===== src/rtl/psr_bank.sv =====
// psr_bank: banked program status register with exception entry/return sequencing.
// Holds the live status word {mode, irq_mask, flags} and one saved copy (SPSR)
// per privileged mode. Mode 0 is user mode and has no SPSR.
// Optional feature: define PSR_WRITE_EN to add a direct status-register write
// port (msr_we / msr_spsr / msr_data).
module psr_bank #(
    parameter  int NUM_BANKS = 4,
    parameter  int FLAG_W    = 4,
    localparam int MODE_W    = $clog2(NUM_BANKS),
    localparam int PSR_W     = MODE_W + 1 + FLAG_W
) (
    input  logic              clk,
    input  logic              reset,
`ifdef PSR_WRITE_EN
    input  logic              msr_we,
    input  logic              msr_spsr,
    input  logic [PSR_W-1:0]  msr_data,
`endif
    input  logic              update_flags,
    input  logic [FLAG_W-1:0] flag_mask,
    input  logic [FLAG_W-1:0] flags_temp,
    input  logic              exc_req,
    input  logic [MODE_W-1:0] exc_mode,
    output logic              exc_ack,
    input  logic              ret_req,
    output logic              ret_ack,
    output logic              err,
    output logic              busy,
    output logic [FLAG_W-1:0] flags,
    output logic [MODE_W-1:0] mode,
    output logic              irq_mask,
    output logic [PSR_W-1:0]  spsr_out
);

    typedef enum logic [1:0] {IDLE, SAVE, SWITCH, RESTORE} state_t;

    // Bank count at a width that can hold it, so mode fields compare without truncation.
    localparam logic [MODE_W:0] NB = (MODE_W + 1)'(NUM_BANKS);

    state_t              state, state_d;
    logic [MODE_W-1:0]   exc_mode_q;
    logic [PSR_W-1:0]    spsr [NUM_BANKS];
    logic                err_d;

    logic                user_mode;
    logic                exc_legal;
    logic                ret_legal;
    logic [FLAG_W-1:0]   flags_upd;
    logic [PSR_W-1:0]    spsr_cur;
    logic [MODE_W-1:0]   saved_mode;
    logic                saved_mode_ok;

    assign user_mode     = (mode == '0);
    assign exc_legal     = (exc_mode != '0) && ({1'b0, exc_mode} < NB);
    assign ret_legal     = !user_mode;
    assign flags_upd     = (flags_temp & flag_mask) | (flags & ~flag_mask);
    assign spsr_cur      = spsr[mode];
    assign saved_mode    = spsr_cur[PSR_W-1 -: MODE_W];
    assign saved_mode_ok = ({1'b0, saved_mode} < NB);
    assign spsr_out      = user_mode ? '0 : spsr_cur;
    assign busy          = (state != IDLE);

`ifdef PSR_WRITE_EN
    logic              msr_take;
    logic [MODE_W-1:0] msr_mode;
    logic              msr_mode_ok;
    assign msr_take    = msr_we && !exc_req && !ret_req;
    assign msr_mode    = msr_data[PSR_W-1 -: MODE_W];
    assign msr_mode_ok = ({1'b0, msr_mode} < NB);
`endif

    // FSM state register.
    always_ff @(posedge clk or posedge reset) begin
        // NOTE: sequential state uses non-blocking (<=) so every register samples
        // pre-edge values; blocking here would create order-dependent races.
        if (reset) state <= IDLE;
        else       state <= state_d;
    end

    // Next-state, acknowledge pulses and request legality.
    always_comb begin
        // NOTE: every output of this block gets a default first; a path that
        // leaves one unassigned would infer a latch.
        state_d = state;
        exc_ack = 1'b0;
        ret_ack = 1'b0;
        err_d   = 1'b0;
        case (state)
            IDLE: begin
                if (exc_req) begin
                    // Entry wins over return even when the entry itself is illegal.
                    if (exc_legal) state_d = SAVE;
                    else           err_d   = 1'b1;
                end else if (ret_req) begin
                    if (ret_legal) state_d = RESTORE;
                    else           err_d   = 1'b1;
                end
`ifdef PSR_WRITE_EN
                else if (msr_we && msr_spsr && user_mode) begin
                    err_d = 1'b1;
                end
`endif
            end
            SAVE:    state_d = SWITCH;
            SWITCH: begin
                exc_ack = 1'b1;
                state_d = IDLE;
            end
            RESTORE: begin
                ret_ack = 1'b1;
                state_d = IDLE;
            end
            default: state_d = IDLE;
        endcase
    end

    // Status word, SPSR bank, latched target mode and the error pulse.
    always_ff @(posedge clk or posedge reset) begin
        if (reset) begin
            flags      <= '0;
            mode       <= '0;
            irq_mask   <= 1'b1;
            exc_mode_q <= '0;
            err        <= 1'b0;
            // NOTE: the SPSR bank is small and must read as zero after reset,
            // so it is cleared here like ordinary registers rather than left
            // as uninitialised RAM.
            for (int i = 0; i < NUM_BANKS; i++) spsr[i] <= '0;
        end else begin
            err <= err_d;
            case (state)
                IDLE: begin
                    if (exc_req && exc_legal) exc_mode_q <= exc_mode;
`ifdef PSR_WRITE_EN
                    if (msr_take) begin
                        if (!msr_spsr) begin
                            flags <= msr_data[FLAG_W-1:0];
                            // User mode may not raise privilege or unmask itself.
                            if (!user_mode) begin
                                mode     <= msr_mode_ok ? msr_mode : '0;
                                irq_mask <= msr_data[FLAG_W];
                            end
                        end else if (!user_mode) begin
                            spsr[mode] <= msr_data;
                        end
                    end else
`endif
                    // Applied even in an accepting cycle so SAVE sees the new flags;
                    // a return overwrites them one cycle later.
                    if (update_flags) flags <= flags_upd;
                end
                SAVE: begin
                    spsr[exc_mode_q] <= {mode, irq_mask, flags};
                end
                SWITCH: begin
                    mode     <= exc_mode_q;
                    irq_mask <= 1'b1;
                end
                RESTORE: begin
                    flags    <= spsr_cur[FLAG_W-1:0];
                    irq_mask <= spsr_cur[FLAG_W];
                    // An out-of-range saved mode falls back to user mode.
                    mode     <= saved_mode_ok ? saved_mode : '0;
                end
                default: ;
            endcase
        end
    end

endmodule


===== config.mk =====
export PLATFORM = sky130hd
export DESIGN_NAME = psr_bank
export DESIGN_NICKNAME = d
export VERILOG_FILES = /design/src/rtl/psr_bank.sv
export SDC_FILE = /design/constraint.sdc
export NUM_CORES = 1
export LEC_CHECK = 0
export ABC_AREA = 1
export CAP_MARGIN = 10
export CORE_MARGIN = 5
export CORE_UTILIZATION = 54
export CTS_BUF_LIST = sky130_fd_sc_hd__clkbuf_8 sky130_fd_sc_hd__clkbuf_16
export CTS_CLUSTER_SIZE = 16
export DETAILED_ROUTE_END_ITERATION = 12
export PLACE_DENSITY = 0.87
export SYNTH_ARGS = -nofsm -noshare
export SYNTH_HDL_FRONTEND = slang
export SYNTH_SLANG_ARGS = --single-unit

===== constraint.sdc =====
create_clock -name clk -period 2.09 [get_ports clk]
set_input_delay 0.418 -clock clk [delete_from_list [all_inputs] [get_ports clk]]
set_output_delay 0.418 -clock clk [all_outputs]
set_load 0.02 [all_outputs]

# [Yosys cells after proc, flatten, opt, wreduce, memory -nomap -nowiden]
# Index checks and enable logic that the tools add are counted.
[op_classes] magnitude_cmp=3 n_eq_ne=7 n_mux=23 n_bitwise=6 n_reduce_logical=12
[ops] operator="bitwise mux 28 bit" count=1
[ops] operator="two-way mux 7 bit" count=4
[ops] operator="binary-select mux 7 bit (select 2 bit)" count=1
[ops] operator="demux 7 bit (select 2 bit)" count=1
[ops] operator="!= test 3 bit, second input constant" count=3
[ops] operator="AND 4 bit" count=2
[ops] operator="two-way mux 2 bit" count=4
[ops] operator="case mux 4 bit (2 select lines)" count=1
[ops] operator="nonzero test 2 bit" count=4
[ops] operator="two-way mux 1 bit" count=7
[ops] operator=">= comparator 3 bit, second input constant" count=2
[ops] operator="inverter 2 -> 3 bit" count=2
[ops] operator="case mux 2 bit (3 select lines)" count=1
[ops] operator="equality test 2 bit, second input constant" count=2
[ops] operator="logical NOT 2 bit" count=2
[ops] operator="two-way mux 4 bit" count=1
[ops] operator="inverter 4 bit" count=1
[ops] operator="OR 4 bit" count=1
[ops] operator="case mux 2 bit (2 select lines)" count=1
[ops] operator="AND reduction 2 bit" count=2
[ops] operator="less-than comparator 3 x 1 -> 1 bit, second input constant" count=1
[ops] operator="AND reduction 3 bit" count=1
[ops] operator="equality test 2 x 1 -> 1 bit, second input constant" count=1
[ops] operator="logical AND 1 bit" count=2
[ops] operator="other kinds (3)" count=3
[totals] register_bits=40 inputBits=15 output_inout_bits=18 elab_cells=61

# [Depth between registers and ports, before layout]
# Gate-level depths: netlist of run 1.
[depth] depth_word=6 mapped_depth=8 mapped_depth_nobuf=7

# [Worst setup path before layout of run 1]
# Ideal clock, no wire load.
[synth_timing] path_type="reg-to-output" start="register mode[0]" end="output port spsr_out[2]" arrival_ns=1.375 required_ns=1.672 path_slack_ns=0.297 stages_incl_launch_ff=8 path_buffers=2 path_cell_list="dfrtp_1 -> buf_2 -> inv_2 -> buf_4 -> nand2_1 -> nand3_1 -> nand2_1 -> nor2_1"
[synth_between] elab_chain_len=5 elab_cells_between_ends=6 classes_between="4 x mux; 1 x bitwise; 1 x reduce/logical"
[synth_rtl] element="start: declaration" line="30" rtl="output logic [MODE_W-1:0] mode,"
[synth_rtl] element="start signal: assignment" line="156" rtl="mode <= exc_mode_q;"
[synth_rtl] element="start signal: assignment" line="163" rtl="mode <= saved_mode_ok ? saved_mode : '0;"
[synth_rtl] element="inverter 2 -> 3 bit (not written as such)" line="57" rtl="assign spsr_cur = spsr[mode];"
[synth_rtl] element="binary-select mux 7 bit (select 2 bit)" line="57"
[synth_rtl] element="two-way mux 7 bit (not written as such) (2 in series)" line="57"
[synth_rtl] element="two-way mux 7 bit *" line="60" rtl="assign spsr_out = user_mode ? '0 : spsr_cur;"
[synth_rtl] element="end: declaration" line="32" rtl="output logic [PSR_W-1:0] spsr_out"
# Every way passes the cells marked *; elsewhere a longest branch is shown, timed or not. The select of a mux whose other input is x is not followed.

# [Final worst setup path of run 1]
[layout_timing] start="register mode[1]" end="output port spsr_out[0]"
# Same word-level chain as after synthesis.

==> impl_metrics.py, run 1 <==
metrics = {
    "run_status": {
        "status": "finished clean",
    },
    "route": {
        "wl_um": 4630,
        "dr_total_vias": 1732,
        "vias_per_cell": 5.28,
        "drt-wirelength-per-cell_um": 14.1,
        "drt_first_pass_iters": 4,
        "drc": 0,
        "ant_nets": 0,
        "drtIter0Drc": 103,
    },
    "floorplanning": {
        "die_w_um": 70.8,
        "num_rows": 22,
        "dieHeight_um": 70.8,
        "core-area_mm2": 0.00363,
        "start_util": 0.550,
        "io_pins": 33,
        "die-area_mm2": 0.00501,
    },
    "grt": {
        "grt_max_degree": 41,
        "overflow": 0,
        "grt_usage": 0.197,
        "antenna_found_initial": 0,
        "grt_pass1_wl_um": 7730,
        "first_global_vias": 1656,
    },
    "yosys": {
        "netlist_instances": 240,
        "yosysWarnings": 0,
        "synth_cell_types": 24,
        "ys_ff_latch": 40,
        "synth_fp_nets": 255,
        "seq_area_frac_synth": 0.502,
        "syn_avg_cell_area_um2": 8.32,
        "synth_area_mm2": 0.00200,
    },
    "power_and_ir_drop": {
        "peakVddDrop_v": 0.000896,
        "finalPower_uw": 3670,
        "leakage_uw": 0.00121,
        "power_density_mw_per_mm2": 1490,
    },
    "final_layout": {
        "nNetsFinal": 294,
        "drive_above_1_share": 0.157,
        "final_cell_mix": "nand2_1 (84), dfrtp_1 (38), nand3_1 (23), clkdlybuf4s50_1 (22), inv_1 (18)",
        "layoutNonFillerInstCount": 328,
        "n_antenna_cell": 0,
        "final_common_cell": "nand2_1",
        "nFillCells": 306,
        "seq_area_mm2": 0.00100,
        "syn_to_final_growth_pct": 23.0,
        "multi_input_area_um2": 840,
    },
    "setup_path": {
        "critPathBufInv": 2,
        "crit_family": "buffers and inverters",
        "r2r_slack_ns": 0.56,
        "cp-end-kind": "primary output",
        "start_kind": "flip-flop",
        "cp_slowest_stage_delay_ns": 0.38,
        "r2r_end": "spsr[23]$_DFFE_PP0P_",
        "path_cells": "inv_1 > nand3_1 > nand2_1 > nor2_1 > dlygate4sd2_1",
        "crit_start": "mode[1]$_DFFE_PP0P_",
        "cp_slowest_cell": "dfrtp_1",
        "critical_path_peak_fanout": 10,
        "required_ns": 1.67,
        "critPathKind": "reg -> out",
        "rr_worst_depth": 5,
        "r2r-start": "state[1]$_DFFE_PP0P_",
        "cp.arrival_ns": 1.58,
    },
    "placement": {
        "dp_hpwl_um": 3300,
        "gp_congestion": 0.852,
        "pre_cts_ws_ns": 0.0992,
        "port_buffers": 32,
        "placed_cells": 320,
    },
    "sta": {
        "worstMarginPinSlew_ns": 0.487,
        "fmax_ghz": 0.501,
        "fin_ws_ns": 0.0958,
        "setup_tns_ns": 0,
        "slew_violations": 0,
        "worst_clock_skew_ns": 0.00770,
        "whs_ns": 0.487,
        "rsz0062_at_grt": "true",
        "setup_violations": 0,
        "hold_viol_final": 0,
        "min_period_ns": 1.99,
        "post-route-period-util": 0.954,
        "maxSlewHeadroom": 0.675,
    },
    "worst_hold_path": {
        "holdCritPathClass": "reg -> reg",
        "hold_depth": 2,
        "holdCritStartpoint": "spsr[6]$_DFFE_PP0P_",
        "holdPathEnd": "spsr[6]$_DFFE_PP0P_",
    },
    "cts": {
        "h-tree-depth": 2,
        "hold_buffers": 0,
        "cts_setup_buffers": 0,
        "insertion_delay_ns": 0.29,
        "clockRootBuffer": "clkbuf_8",
        "clockBufferDepth": 2,
        "cts_sinks": 40,
        "clk_pin_slew_worst_paths_ns": 0.07,
        "cts_tree": "built",
        "cts_resized": 11,
        "cts_buffers": 5,
    },
    "run": {
        "drv_cap": 0,
    },
}
[worst register-to-register path, stage by stage (launching register included)]
cell     delay, ns
dfrtp_1       0.47
buf_4         0.19
nor2_4        0.16
nand3_2       0.32
nand2_1       0.21
o21ai_2       0.07
[state kept, by name, indices dropped and copies added, names as in the netlist, named ones only]
name	cells
exc_mode_q	2
irq_mask	1
err	1
state	2
mode	2
spsr	28
[how the worst max path moves through the flow]
stage	slack [ns]	cells past startpoint	end
6_report	0.1	5	spsr_out[0]
5_1_grt	-0.02	5	spsr_out[3]
4_1_cts	0.06	6	spsr_out[1]
3_5_place_dp	0.1	6	spsr_out[6]
3_3_place_gp	0.11	6	spsr_out[5]
2_1_floorplan	0.30	7	spsr_out[2]
[per-layer routing]
| metal | vias up | global-route usage | routed length, um |
|---|---|---|---|
| li1 | 858 | - | - |
| met1 | 797 | 0.256 | 2010 |
| met2 | 64 | 0.308 | 2200 |
| met3 | 13 | 0.0540 | 281 |
| met4 | 0 | 0.0856 | 138 |
| met5 | - | 0 | 0 |
[logic make-up after synthesis]
logic type / after synthesis / synth area share
buf+inv: 30 / 0.0777
simple gates: 132 / 0.296
compound gates: 38 / 0.125
flops: 40 / 0.502
[Yosys cell counts, drive strengths merged]
| cell type | number | share of area |
|---|---|---|
| a21boi | 1 | 0.0038 |
| a21oi | 1 | 0.0025 |
| buf | 10 | 0.040 |
| clkbuf | 1 | 0.0019 |
| dfrtp | 39 | 0.49 |
| dfstp | 1 | 0.013 |
| inv | 19 | 0.036 |
| nand2 | 84 | 0.16 |
| nand3 | 27 | 0.078 |
| nand4 | 6 | 0.019 |
| nor2 | 13 | 0.033 |
| nor3 | 1 | 0.0050 |
| o211ai | 1 | 0.0038 |
| o21ai | 33 | 0.11 |
| o21bai | 2 | 0.0075 |
| or2 | 1 | 0.0031 |
[through the flow]
step                 util  area, um2
global placement    0.654       2380
detailed placement  0.654       2380
CTS                 0.674       2450
finish              0.676       2460
floorplan               -       2000
global route        0.676       2460
[power breakdown]
part	switching, uW	internal, uW
Clock	258	224
Sequential	233	1100
Combinational	1130	723
[area by class of cell]
| cell class | instances | area share |
|---|---|---|
| Multi-Input combinational cell | 170 | 0.342 |
| Sequential cell | 40 | 0.409 |
| Clock buffer | 5 | 0.0280 |
| Timing Repair Buffer | 43 | 0.161 |
| Inverter | 19 | 0.0311 |
| Tap cell | 48 | 0.0245 |
| Clock inverter | 3 | 0.00509 |
Note: power is estimated with default switching activity, not from simulation.
==> run 2: changes to the inputs <==
--- a/config.mk
+++ b/config.mk
@@ -12,6 +12,7 @@
 export CTS_BUF_LIST = sky130_fd_sc_hd__clkbuf_8 sky130_fd_sc_hd__clkbuf_16
 export CTS_CLUSTER_SIZE = 16
 export DETAILED_ROUTE_END_ITERATION = 12
+export HOLD_SLACK_MARGIN = 0.1
 export PLACE_DENSITY = 0.87
 export SYNTH_ARGS = -nofsm -noshare
 export SYNTH_HDL_FRONTEND = slang
==> results of run 2 <==
Final layout, timing and power as in run 1 (identical DEF).
